File: src/rtl/elastic_config_loader_if.sv
// Config-load bus between a host/DMA record source and elastic_config_loader.
//
// Carries the load request (load_start, count, max id), the packed record
// stream (record_data / valid_input / stop_input), the broadcast config fields,
// the one-hot per-PE write strobe, and the status/launch outputs.
//
// Modports:
//   master - the loader: consumes requests and records, drives the PE config
//            bus, stop_input and status.
//   slave  - the host side: drives requests and records, observes the rest.
interface elastic_config_loader_if #(
  parameter int unsigned PE_NUM                  = 16,
  parameter int unsigned PE_INDEX_BIT_LENGTH     = 4,
  parameter int unsigned CONTEXT_SIZE_BIT_LENGTH = 4,
  parameter int unsigned INPUT_NUM_BIT_LENGTH    = 3,
  parameter int unsigned NEIGHBOR_PE_NUM         = 4,
  parameter int unsigned OPERATION_BIT_LENGTH    = 5,
  parameter int unsigned DATA_WIDTH              = 32,
  parameter int unsigned RECORD_COUNT_BIT_LENGTH =
      PE_INDEX_BIT_LENGTH + CONTEXT_SIZE_BIT_LENGTH + 1,
  parameter int unsigned RECORD_WIDTH =
      PE_INDEX_BIT_LENGTH + CONTEXT_SIZE_BIT_LENGTH + 2 * INPUT_NUM_BIT_LENGTH +
      NEIGHBOR_PE_NUM + OPERATION_BIT_LENGTH + DATA_WIDTH
);

  // Load request
  logic                               load_start;
  logic [RECORD_COUNT_BIT_LENGTH-1:0] load_record_count;
  logic [CONTEXT_SIZE_BIT_LENGTH-1:0] load_context_max_id;

  // Record stream
  logic [RECORD_WIDTH-1:0]            record_data;
  logic                               valid_input;
  logic                               stop_input;

  // PE config bus
  logic [INPUT_NUM_BIT_LENGTH-1:0]    config_input_PE_index_1;
  logic [INPUT_NUM_BIT_LENGTH-1:0]    config_input_PE_index_2;
  logic [NEIGHBOR_PE_NUM-1:0]         config_output_PE_index;
  logic [OPERATION_BIT_LENGTH-1:0]    config_op;
  logic [DATA_WIDTH-1:0]              config_const_data;
  logic [CONTEXT_SIZE_BIT_LENGTH-1:0] config_index;
  logic [PE_NUM-1:0]                  write_config_data;

  // Launch and status
  logic                               start_exec;
  logic [CONTEXT_SIZE_BIT_LENGTH-1:0] mapping_context_max_id;
  logic                               busy;
  logic                               error;

  modport master (
    input  load_start, load_record_count, load_context_max_id,
    input  record_data, valid_input,
    output stop_input,
    output config_input_PE_index_1, config_input_PE_index_2, config_output_PE_index,
    output config_op, config_const_data, config_index, write_config_data,
    output start_exec, mapping_context_max_id, busy, error
  );

  modport slave (
    output load_start, load_record_count, load_context_max_id,
    output record_data, valid_input,
    input  stop_input,
    input  config_input_PE_index_1, config_input_PE_index_2, config_output_PE_index,
    input  config_op, config_const_data, config_index, write_config_data,
    input  start_exec, mapping_context_max_id, busy, error
  );

endinterface

File: src/rtl/elastic_config_loader.sv
// Host-side loader for the per-context configuration memories of a PE array.
//
// A load begins with a single-cycle load_start that latches the record count
// and the context max id. Packed records are then taken from a valid/stop
// stream; each accepted record is registered onto the broadcast config_*
// fields together with a one-hot write_config_data strobe for its PE. After
// the last record the strobe gets one FLUSH cycle to land, then start_exec is
// pulsed for one cycle and the loader returns to IDLE.
//
// Ports:
//   clk   - clock
//   reset - asynchronous, active-high
//   bus   - elastic_config_loader_if.master: load request, record stream,
//           PE config bus, start_exec, mapping_context_max_id, busy, error
//
// Record layout, LSB first: const_data, op, output_PE_index, input_PE_index_2,
// input_PE_index_1, config_index, pe_index.
module elastic_config_loader #(
  parameter int unsigned PE_NUM                  = 16,
  parameter int unsigned PE_INDEX_BIT_LENGTH     = 4,
  parameter int unsigned CONTEXT_SIZE_BIT_LENGTH = 4,
  parameter int unsigned INPUT_NUM_BIT_LENGTH    = 3,
  parameter int unsigned NEIGHBOR_PE_NUM         = 4,
  parameter int unsigned OPERATION_BIT_LENGTH    = 5,
  parameter int unsigned DATA_WIDTH              = 32,
  parameter int unsigned RECORD_COUNT_BIT_LENGTH =
      PE_INDEX_BIT_LENGTH + CONTEXT_SIZE_BIT_LENGTH + 1,
  parameter int unsigned RECORD_WIDTH =
      PE_INDEX_BIT_LENGTH + CONTEXT_SIZE_BIT_LENGTH + 2 * INPUT_NUM_BIT_LENGTH +
      NEIGHBOR_PE_NUM + OPERATION_BIT_LENGTH + DATA_WIDTH
) (
  input logic                     clk,
  input logic                     reset,
  elastic_config_loader_if.master bus
);

  // Field offsets inside a packed record
  localparam int unsigned ConstLsb = 0;
  localparam int unsigned OpLsb    = ConstLsb + DATA_WIDTH;
  localparam int unsigned OutLsb   = OpLsb + OPERATION_BIT_LENGTH;
  localparam int unsigned In2Lsb   = OutLsb + NEIGHBOR_PE_NUM;
  localparam int unsigned In1Lsb   = In2Lsb + INPUT_NUM_BIT_LENGTH;
  localparam int unsigned CtxLsb   = In1Lsb + INPUT_NUM_BIT_LENGTH;
  localparam int unsigned PeLsb    = CtxLsb + CONTEXT_SIZE_BIT_LENGTH;

  localparam logic [RECORD_COUNT_BIT_LENGTH-1:0] CountOne = RECORD_COUNT_BIT_LENGTH'(1);
  localparam logic [PE_NUM-1:0]                  StrobeOne = PE_NUM'(1);

  typedef enum logic [1:0] {
    StIdle,
    StLoad,
    StFlush,
    StStart
  } state_e;

  state_e state_q, state_d;

  logic [RECORD_COUNT_BIT_LENGTH-1:0] count_q, count_d;
  logic [RECORD_COUNT_BIT_LENGTH-1:0] accepted_q, accepted_d;
  logic [CONTEXT_SIZE_BIT_LENGTH-1:0] max_id_q, max_id_d;
  logic                               error_q, error_d;

  logic [INPUT_NUM_BIT_LENGTH-1:0]    in1_q, in1_d;
  logic [INPUT_NUM_BIT_LENGTH-1:0]    in2_q, in2_d;
  logic [NEIGHBOR_PE_NUM-1:0]         out_mask_q, out_mask_d;
  logic [OPERATION_BIT_LENGTH-1:0]    op_q, op_d;
  logic [DATA_WIDTH-1:0]              const_q, const_d;
  logic [CONTEXT_SIZE_BIT_LENGTH-1:0] ctx_q, ctx_d;
  logic [PE_NUM-1:0]                  strobe_q, strobe_d;

  logic stop;
  logic busy;
  logic start_exec;
  logic accept;
  logic pe_in_range;

  logic [PE_INDEX_BIT_LENGTH-1:0] rec_pe;

  assign rec_pe      = bus.record_data[PeLsb +: PE_INDEX_BIT_LENGTH];
  assign pe_in_range = 32'(rec_pe) < PE_NUM;

  // stop_input comes from the state alone so the source never sees a
  // combinational path from valid_input back to stop_input.
  assign accept = bus.valid_input && !stop;

  always_comb begin
    state_d    = state_q;
    count_d    = count_q;
    accepted_d = accepted_q;
    max_id_d   = max_id_q;
    error_d    = error_q;
    in1_d      = in1_q;
    in2_d      = in2_q;
    out_mask_d = out_mask_q;
    op_d       = op_q;
    const_d    = const_q;
    ctx_d      = ctx_q;
    // The strobe is a single-cycle pulse; any cycle without an acceptance clears it.
    strobe_d   = '0;
    stop       = 1'b1;
    busy       = 1'b1;
    start_exec = 1'b0;

    unique case (state_q)
      StIdle: begin
        busy = 1'b0;
        if (bus.load_start) begin
          count_d    = bus.load_record_count;
          max_id_d   = bus.load_context_max_id;
          error_d    = 1'b0;
          accepted_d = '0;
          state_d    = (bus.load_record_count != '0) ? StLoad : StStart;
        end
      end

      StLoad: begin
        stop = 1'b0;
        if (accept) begin
          in1_d      = bus.record_data[In1Lsb +: INPUT_NUM_BIT_LENGTH];
          in2_d      = bus.record_data[In2Lsb +: INPUT_NUM_BIT_LENGTH];
          out_mask_d = bus.record_data[OutLsb +: NEIGHBOR_PE_NUM];
          op_d       = bus.record_data[OpLsb +: OPERATION_BIT_LENGTH];
          const_d    = bus.record_data[ConstLsb +: DATA_WIDTH];
          // Context indices above the max id are passed through unchanged.
          ctx_d      = bus.record_data[CtxLsb +: CONTEXT_SIZE_BIT_LENGTH];
          // An out-of-range PE index still consumes and counts the record.
          if (pe_in_range) begin
            strobe_d = StrobeOne << rec_pe;
          end else begin
            error_d = 1'b1;
          end
          accepted_d = accepted_q + CountOne;
          if (accepted_d == count_q) begin
            state_d = StFlush;
          end
        end
      end

      // Lets the final strobe reach the PEs before execution starts.
      StFlush: begin
        state_d = StStart;
      end

      StStart: begin
        start_exec = 1'b1;
        state_d    = StIdle;
      end

      default: begin
        state_d = StIdle;
      end
    endcase
  end

  always_ff @(posedge clk or posedge reset) begin
    if (reset) begin
      state_q    <= StIdle;
      count_q    <= '0;
      accepted_q <= '0;
      max_id_q   <= '0;
      error_q    <= 1'b0;
      in1_q      <= '0;
      in2_q      <= '0;
      out_mask_q <= '0;
      op_q       <= '0;
      const_q    <= '0;
      ctx_q      <= '0;
      strobe_q   <= '0;
    end else begin
      state_q    <= state_d;
      count_q    <= count_d;
      accepted_q <= accepted_d;
      max_id_q   <= max_id_d;
      error_q    <= error_d;
      in1_q      <= in1_d;
      in2_q      <= in2_d;
      out_mask_q <= out_mask_d;
      op_q       <= op_d;
      const_q    <= const_d;
      ctx_q      <= ctx_d;
      strobe_q   <= strobe_d;
    end
  end

  assign bus.stop_input              = stop;
  assign bus.busy                    = busy;
  assign bus.start_exec              = start_exec;
  assign bus.error                   = error_q;
  assign bus.mapping_context_max_id  = max_id_q;
  assign bus.config_input_PE_index_1 = in1_q;
  assign bus.config_input_PE_index_2 = in2_q;
  assign bus.config_output_PE_index  = out_mask_q;
  assign bus.config_op               = op_q;
  assign bus.config_const_data       = const_q;
  assign bus.config_index            = ctx_q;
  assign bus.write_config_data       = strobe_q;

endmodule

File: src/flat_wrapper.sv
// flat-port wrapper written by rule: the top's interface ports become plain ports
module elastic_config_loader_flat 
#(
  parameter int unsigned PE_NUM                  = 16,
  parameter int unsigned PE_INDEX_BIT_LENGTH     = 4,
  parameter int unsigned CONTEXT_SIZE_BIT_LENGTH = 4,
  parameter int unsigned INPUT_NUM_BIT_LENGTH    = 3,
  parameter int unsigned NEIGHBOR_PE_NUM         = 4,
  parameter int unsigned OPERATION_BIT_LENGTH    = 5,
  parameter int unsigned DATA_WIDTH              = 32,
  parameter int unsigned RECORD_COUNT_BIT_LENGTH =
      PE_INDEX_BIT_LENGTH + CONTEXT_SIZE_BIT_LENGTH + 1,
  parameter int unsigned RECORD_WIDTH =
      PE_INDEX_BIT_LENGTH + CONTEXT_SIZE_BIT_LENGTH + 2 * INPUT_NUM_BIT_LENGTH +
      NEIGHBOR_PE_NUM + OPERATION_BIT_LENGTH + DATA_WIDTH
)
  (clk, reset, bus_load_start, bus_load_record_count, bus_load_context_max_id, bus_record_data, bus_valid_input, bus_stop_input, bus_config_input_PE_index_1, bus_config_input_PE_index_2, bus_config_output_PE_index, bus_config_op, bus_config_const_data, bus_config_index, bus_write_config_data, bus_start_exec, bus_mapping_context_max_id, bus_busy, bus_error);
  elastic_config_loader_if #(.PE_NUM(PE_NUM), .PE_INDEX_BIT_LENGTH(PE_INDEX_BIT_LENGTH), .CONTEXT_SIZE_BIT_LENGTH(CONTEXT_SIZE_BIT_LENGTH), .INPUT_NUM_BIT_LENGTH(INPUT_NUM_BIT_LENGTH), .NEIGHBOR_PE_NUM(NEIGHBOR_PE_NUM), .OPERATION_BIT_LENGTH(OPERATION_BIT_LENGTH), .DATA_WIDTH(DATA_WIDTH), .RECORD_COUNT_BIT_LENGTH(RECORD_COUNT_BIT_LENGTH), .RECORD_WIDTH(RECORD_WIDTH)) bus_i ();
  input logic clk;
  input logic reset;
  input wire logic [$bits(bus_i.load_start)-1:0] bus_load_start;
  input wire logic [$bits(bus_i.load_record_count)-1:0] bus_load_record_count;
  input wire logic [$bits(bus_i.load_context_max_id)-1:0] bus_load_context_max_id;
  input wire logic [$bits(bus_i.record_data)-1:0] bus_record_data;
  input wire logic [$bits(bus_i.valid_input)-1:0] bus_valid_input;
  output wire logic [$bits(bus_i.stop_input)-1:0] bus_stop_input;
  output wire logic [$bits(bus_i.config_input_PE_index_1)-1:0] bus_config_input_PE_index_1;
  output wire logic [$bits(bus_i.config_input_PE_index_2)-1:0] bus_config_input_PE_index_2;
  output wire logic [$bits(bus_i.config_output_PE_index)-1:0] bus_config_output_PE_index;
  output wire logic [$bits(bus_i.config_op)-1:0] bus_config_op;
  output wire logic [$bits(bus_i.config_const_data)-1:0] bus_config_const_data;
  output wire logic [$bits(bus_i.config_index)-1:0] bus_config_index;
  output wire logic [$bits(bus_i.write_config_data)-1:0] bus_write_config_data;
  output wire logic [$bits(bus_i.start_exec)-1:0] bus_start_exec;
  output wire logic [$bits(bus_i.mapping_context_max_id)-1:0] bus_mapping_context_max_id;
  output wire logic [$bits(bus_i.busy)-1:0] bus_busy;
  output wire logic [$bits(bus_i.error)-1:0] bus_error;
  assign bus_i.load_start = bus_load_start;
  assign bus_i.load_record_count = bus_load_record_count;
  assign bus_i.load_context_max_id = bus_load_context_max_id;
  assign bus_i.record_data = bus_record_data;
  assign bus_i.valid_input = bus_valid_input;
  assign bus_stop_input = bus_i.stop_input;
  assign bus_config_input_PE_index_1 = bus_i.config_input_PE_index_1;
  assign bus_config_input_PE_index_2 = bus_i.config_input_PE_index_2;
  assign bus_config_output_PE_index = bus_i.config_output_PE_index;
  assign bus_config_op = bus_i.config_op;
  assign bus_config_const_data = bus_i.config_const_data;
  assign bus_config_index = bus_i.config_index;
  assign bus_write_config_data = bus_i.write_config_data;
  assign bus_start_exec = bus_i.start_exec;
  assign bus_mapping_context_max_id = bus_i.mapping_context_max_id;
  assign bus_busy = bus_i.busy;
  assign bus_error = bus_i.error;
  elastic_config_loader #(.PE_NUM(PE_NUM), .PE_INDEX_BIT_LENGTH(PE_INDEX_BIT_LENGTH), .CONTEXT_SIZE_BIT_LENGTH(CONTEXT_SIZE_BIT_LENGTH), .INPUT_NUM_BIT_LENGTH(INPUT_NUM_BIT_LENGTH), .NEIGHBOR_PE_NUM(NEIGHBOR_PE_NUM), .OPERATION_BIT_LENGTH(OPERATION_BIT_LENGTH), .DATA_WIDTH(DATA_WIDTH), .RECORD_COUNT_BIT_LENGTH(RECORD_COUNT_BIT_LENGTH), .RECORD_WIDTH(RECORD_WIDTH)) u_core (.clk(clk), .reset(reset), .bus(bus_i));
endmodule
File: config.mk
export PLATFORM = sky130hd
export DESIGN_NAME = elastic_config_loader_flat
export DESIGN_NICKNAME = d
export VERILOG_FILES = /design/src/rtl/elastic_config_loader_if.sv /design/src/rtl/elastic_config_loader.sv /design/src/flat_wrapper.sv
export SDC_FILE = /design/constraint.sdc
export NUM_CORES = 1
export LEC_CHECK = 0
export CORE_MARGIN = 10
export CORE_UTILIZATION = 40
export DETAILED_ROUTE_END_ITERATION = 6
export HOLD_SLACK_MARGIN = 0.02
export PLACE_DENSITY_LB_ADDON = 0.3
export SYNTH_ARGS = -nofsm -noshare
export SYNTH_HDL_FRONTEND = slang
export SYNTH_SLANG_ARGS = --single-unit
export TNS_END_PERCENT = 1
File: constraint.sdc
create_clock -name clk -period 5.7 [get_ports clk]
set_input_delay 1.14 -clock clk [delete_from_list [all_inputs] [get_ports clk]]
set_output_delay 1.14 -clock clk [all_outputs]
set_load 0.02 [all_outputs]
Word level (Yosys, flattened, before mapping):

Cells that the tools add are included.

* register bits after elaboration: 91
* bits in latches: 0
* RAM bits: 0
* bits in read-only memories: 0
* output and inout port bits: 75
* word-level logic and storage cells: 41
* memories: 0

* add/subtract/negate cells: 1
* multiply operators: 0
* divide/modulo/power cells: 0
* magnitude comparators: 0
* equality and inequality tests: 7
* shift-type cells: 1
* mux-type cells: 13
* bitwise operators: 0
* reductions and logical operators: 8

Operators with widths (count)
* 2-to-1 mux 16 bit: 2
* 2-to-1 mux 9 bit: 2
* case mux 9 bit (2 select lines): 1
* << shifter 1 x 4 -> 16 bit, first input constant: 1
* adder 9 x 1 -> 9 bit, second input constant: 1
* equality test 9 bit: 1
* nonzero test 9 bit: 1
* 2-to-1 mux 2 bit: 4
* case mux 2 bit (4 select lines): 1
* AND reduction 3 bit: 2
* equality test 2 bit, second input constant: 2
* inequality test 2 bit, second input constant: 2
* AND reduction 2 bit: 2
* 2-to-1 mux 1 bit: 3
* equality test 2 x 1 -> 1 bit, second input constant: 1
* zero test 2 bit: 1
* inequality test 2 x 1 -> 1 bit, second input constant: 1
* nonzero test 2 bit: 1
* logical AND 1 bit: 1

Longest topological paths before layout:

* word-level depth: 5
* mapped depth: 8
* gate-level depth less buffers: 8

Worst setup path after synthesis:

Ideal clock, no wire load.

* path type: flip-flop to flip-flop
* start point: register u_core.accepted_q[0]
* end point: register u_core.state_q[1]
* library setup time: 0.129 ns
* arrival time: 2.073 ns
* required time: 5.571 ns
* setup slack: 3.498 ns
* cell stages (with the launch flop): 8
* buffers on the path: 0
* clock period less this slack: 2.202 ns
* cell sequence: dfrtp_1 > ha_1 > nand3_1 > or3_1 > a22oi_1 > nor4b_4 > mux2i_1 > a2111o_1

* longest elaborated chain between the ends: 4

Ends and longest elaborated chain
* start, declared: line elastic_config_loader.sv:59 `logic [RECORD_COUNT_BIT_LENGTH-1:0] accepted_q, accepted_d;`
* start signal, assigned: line elastic_config_loader.sv:172 `accepted_q <= accepted_d;`
* adder 9 x 1 -> 9 bit: line elastic_config_loader.sv:132 `accepted_d = accepted_q + CountOne;`
* equality test 9 bit: line elastic_config_loader.sv:133 `if (accepted_d == count_q) begin`
* inequality test 2 bit (no source line)
* AND reduction 3 bit (no source line)
* end signal, assigned: line elastic_config_loader.sv:157 `state_q <= StIdle;`
* end signal, assigned: line elastic_config_loader.sv:170 `state_q <= state_d;`
* end, declared: line elastic_config_loader.sv:56 `state_e state_q, state_d;`

No other way between the ends.
A chain may end at the register's enable or synchronous reset.

Worst setup path after layout:

* start point: register u_core.state_q[1]
* end point: output bus_stop_input

* longest elaborated chain between the ends: 2

Ends and longest elaborated chain
* equality test 2 x 1 -> 1 bit: line elastic_config_loader.sv:104 `unique case (state_q)`
* 2-to-1 mux 1 bit: line elastic_config_loader.sv:104
* end, declared: line flat_wrapper.sv:26 `output wire logic [$bits(bus_i.stop_input)-1:0] bus_stop_input;`

No other way between the ends.

==> results.txt <==
Number of diodes added for antenna fixing: 0. The final estimated routing congestion in global placement came out at 0.753. The most area-hungry cell type in the Yosys netlist was sky130_fd_sc_hd__dfrtp_1. Area used by multi-input combinational logic: 1500 sq um. The vertical extent of the die came out at 118 um. The sequential cell area fraction in the yosys report was 58.7%; the total count of max-transition violations in the final report was 0.

After clock tree synthesis, the repair step resized 0 gates. The clock reaches the later pin of the worst-skew pair after 350 ps. The path class of the tightest hold or removal check is flop to flop. The total routing usage reported by global routing is 14.5%, and the number of buffer cells added on primary ports is 145. The critical path is of the flop to output pin type.

The flow ran to the end, and the final reports show no timing, DRC or antenna violations. Summed over all failing endpoints, the final setup total negative slack is 0 ps. The tools report the total die area as 14000 sq um. Among cell families on the critical path, the largest total delay comes from buffers and inverters. At the end of the flow, the number of nets in the layout was 519. The portion of synthesized cell area occupied by the leading cell type is 58.7%. The required time at the worst-slack endpoint is 4560 ps. STA classifies the critical path startpoint as a flop. The tools report the final instance area as 5620 sq um. Measured along the x axis, the die boundary spans 118 um. For this run, the slowest stage of the critical path takes 570 ps. The tools report the type of destination of the critical path as an output pin. Relative to the synthesized area, the layout overhead comes to 44.7%. Measured against its own limit, the worst slew margin works out to 32.7%. After clock tree synthesis, the flow added hold-fix buffers numbering 0. TritonCTS built the clock tree. Of all nets on the critical path, the largest fanout is 10.

For the floorplan row count, the log shows 35. The post-route netlist has 19.9% of its cells at a drive strength greater than 1. In the routed design, unresolved DRC markers number 0.

The tool flagged a number of max-cap violations equal to 0. The synthesized netlist contains 41 unique library cells. Total wirelength of the detailed-routed design: 10200 um. The number of nets in the synthesized netlist is 374. After synthesis, the cell types taking the most area are sky130_fd_sc_hd__dfrtp_1 (59%), sky130_fd_sc_hd__mux2_2 (19%), sky130_fd_sc_hd__nor2_1 (1.8%), sky130_fd_sc_hd__o21ai_0 (1.8%), sky130_fd_sc_hd__ha_1 (1.6%).

The count of buffering cells on the critical path with inverters included is 3. The clock sink count was 91; the clock transition at the registers of the reported paths was 90 ps. The number of hold violations in the final report was 0; the setup skew after layout was 12.2 ps. The number of antenna violations at the first check in global routing was 0; the post-synthesis instance area was 3880 sq um. For the worst setup path, the data arrival time is 2010 ps. Prevailing post-synth register cell: sky130_fd_sc_hd__dfrtp_1.

The final number of setup-violating endpoints is 0. Global routing finished with a remaining overflow of 0. Buffers added to address setup during post-CTS repair amount to 0. Of all flip-flops after synthesis, the portion carrying an async set or reset was 100%.

The detailed router finished its first iteration with 73 violations. The standard cell with the maximum stage delay on the critical path is sky130_fd_sc_hd__clkdlybuf4s50_1. The tools report the half-perimeter wire length after detailed placement as 7830 um. Setup repair after global routing left no endpoint under its margin. For the pin with the worst max-slew slack, the measured transition is 1010 ps. Cell occurring most often along the worst timing path: sky130_fd_sc_hd__inv_1. After detailed routing, the number of vias per cell comes to 4.90. The final route contains 2820 vias. After detailed routing, the average wire length per cell comes to 17.8 um. For the finished layout, the period the worst path requires is 3150 ps. Entering global routing, the biggest net connects 59 pins. The number of clock buffers added by TritonCTS is 9. Dividing total power by cell area gives a power density of 505 nW/um^2. Dividing the final minimum period by the clock period gives 55.3%. For this run, the number of Yosys warnings is 0.

Counting along the longest clock path gives a buffer depth of 2. The number of enable-type register cells in the synthesized netlist works out to 0. Starting density of the core: 41.6%.

In this run the remaining antenna-violating nets after routing total 0. The area of the core region came out at 9330 sq um. The analysis attributes to cell leakage a power of 2.32 nW. In the final layout, flip-flops and latches occupy 2280 sq um. The first global-routing pass estimated 16500 um of wire. The pre-antenna-repair detailed-routing pass consisted of 4 iterations. The root buffer cell chosen for the clock tree is sky130_fd_sc_hd__clkbuf_8. The average size of a mapped cell came out at 13.1 sq um.

The tools report the via count of the first global-routing pass as 3119. In this run the cell area measured after placement is 5440 sq um. The synthesis-stage register bit count came out at 91. The critical path goes through inv_1 -> ha_1 -> inv_1 -> clkdlybuf4s50_1. The tools report the top achievable clock speed as 317 MHz.

147 I/O pins were placed. For the fill cell instance count of the final layout, the log shows 796. The H-tree was split into 3 levels. The highest ir drop seen on vdd was 0.261 mV; the synthesized instance count was 297.
[worst register-to-register path: cells and delay by family (launching register included)]
family                     cells  cell delay [ps]
DFF                            1              450
and+or+nand+nor                3              890
AOI/OAI and AO/OA              2              560
adders and majority gates      1              350
muxes                          1              120
[flip-flops by register name (all words and copies together), names as in the netlist]
register / flops
u_core.bus.config_op: 5
u_core.state_q: 2
u_core.count_q: 9
u_core.bus.config_input_PE_index_2: 3
u_core.bus.write_config_data: 16
u_core.bus.config_input_PE_index_1: 3
u_core.bus.config_const_data: 32
u_core.accepted_q: 9
u_core.bus.mapping_context_max_id: 4
u_core.bus.config_output_PE_index: 4
u_core.bus.config_index: 4
[report_power, final]
part	switching [W]	total, W	leakage, nW	internal (W)
combinational	0.000662	0.00139	1.11	0.000724
sequential	0.000146	0.00104	1.13	0.000898
clock	0.000234	0.000406	0.0859	0.000172
[cell usage in the layout (no fill, tap or decap), types with 2 or more instances in the layout]
master and count:
sky130_fd_sc_hd__nand3_1 6, sky130_fd_sc_hd__nor2b_1 2, sky130_fd_sc_hd__nand2_1 12, sky130_fd_sc_hd__nor3_1 10, sky130_fd_sc_hd__or3_1 2, sky130_fd_sc_hd__clkdlybuf4s50_1 145
sky130_fd_sc_hd__nor2_1 19, sky130_fd_sc_hd__mux2_2 64, sky130_fd_sc_hd__dfrtp_1 91, sky130_fd_sc_hd__clkinv_2 2, sky130_fd_sc_hd__xnor2_1 6, sky130_fd_sc_hd__clkbuf_8 10
sky130_fd_sc_hd__inv_1 6, sky130_fd_sc_hd__nand2b_1 4, sky130_fd_sc_hd__clkinvlp_4 2, sky130_fd_sc_hd__nor4_1 6, sky130_fd_sc_hd__and3_1 3, sky130_fd_sc_hd__buf_4 2
sky130_fd_sc_hd__nor4b_1 2, sky130_fd_sc_hd__ha_1 5, sky130_fd_sc_hd__o21a_1 2, sky130_fd_sc_hd__o21ai_0 14, sky130_fd_sc_hd__o31ai_1 2, sky130_fd_sc_hd__nand4_1 3
sky130_fd_sc_hd__mux2i_1 3, sky130_fd_sc_hd__a22o_1 4
[worst paths after layout]
path                            slack, ps  depth (start not counted)                          endpoint               startpoint
worst min register to register        510                          1           u_core.bus.config_op[1]  u_core.bus.config_op[1]
worst min-delay path                  510                          1           u_core.bus.config_op[1]  u_core.bus.config_op[1]
worst max register to register       3220                          7                 u_core.state_q[1]     u_core.accepted_q[0]
min in group asynchronous            1310                          2              u_core.accepted_q[4]                    reset
worst max-delay path                 2550                          4                    bus_stop_input        u_core.state_q[1]
max in group asynchronous            3420                          3  u_core.bus.config_const_data[24]                    reset
[synthesized netlist by cell type, drive strengths merged, types with 2 or more instances]
master and number:
a21oi 2, a22o 4, and3 3, buf 5
clkbuf 8, dfrtp 91, ha 5, inv 7
mux2 64, mux2i 3, nand2 13, nand2b 4
nand3 6, nand4 4, nor2 19, nor2b 2
nor3 10, nor4 6, nor4b 3, o21a 2
o21ai 15, o31ai 2, or3 2, xnor2 6
[area by class of cell]
class,count,share of cell area (%)
clock buffers,11,2.52
flip-flops and latches,91,40.6
clock inverters,5,0.668
multi-input cells,186,26.8
inverters,7,0.490
repair buffers,147,26.1
well taps,129,2.87
[cells by family (layout without fill, tap and decap cells)]
kind of cell | count (synthesis) | count (layout) | share of synthesized area (%)
buffers and inverters | 20 | 170 | 2.61
multiplexers | 67 | 67 | 19.3
other | 1 | 1 | 0.0967
flip-flops | 91 | 91 | 58.7
AND/OR/NAND/NOR | 75 | 75 | 10.5
XOR/XNOR | 7 | 7 | 1.58
AO/OA/AOI/OAI | 31 | 31 | 5.58
adder cells (fa/ha/maj) | 5 | 5 | 1.61
[stage by stage]
stage          hold WS [ps]  power, W  cells  setup WS, ps  util, %
2_1_floorplan           501   0.00184    297          2200        -
3_5_place_dp            493   0.00247    560          2470     58.3
6_report                510   0.00284    576          2550     60.2
5_1_grt                 527   0.00302    576          2410     60.2
3_3_place_gp            486   0.00243    560          2550     58.3
4_1_cts                 513   0.00288    576          2510     60.2
[per-layer routing]
layer	vias up	track usage, %	routed length, um	part of all wire (%)
met5	-	0	0	0
met4	0	4.81	121	1.2
met3	10	8.42	1180	12
met2	100	23.2	4800	47
met1	1366	15.8	4130	40
li1	1344	-	-	-
(Power assumes the default switching activity.)
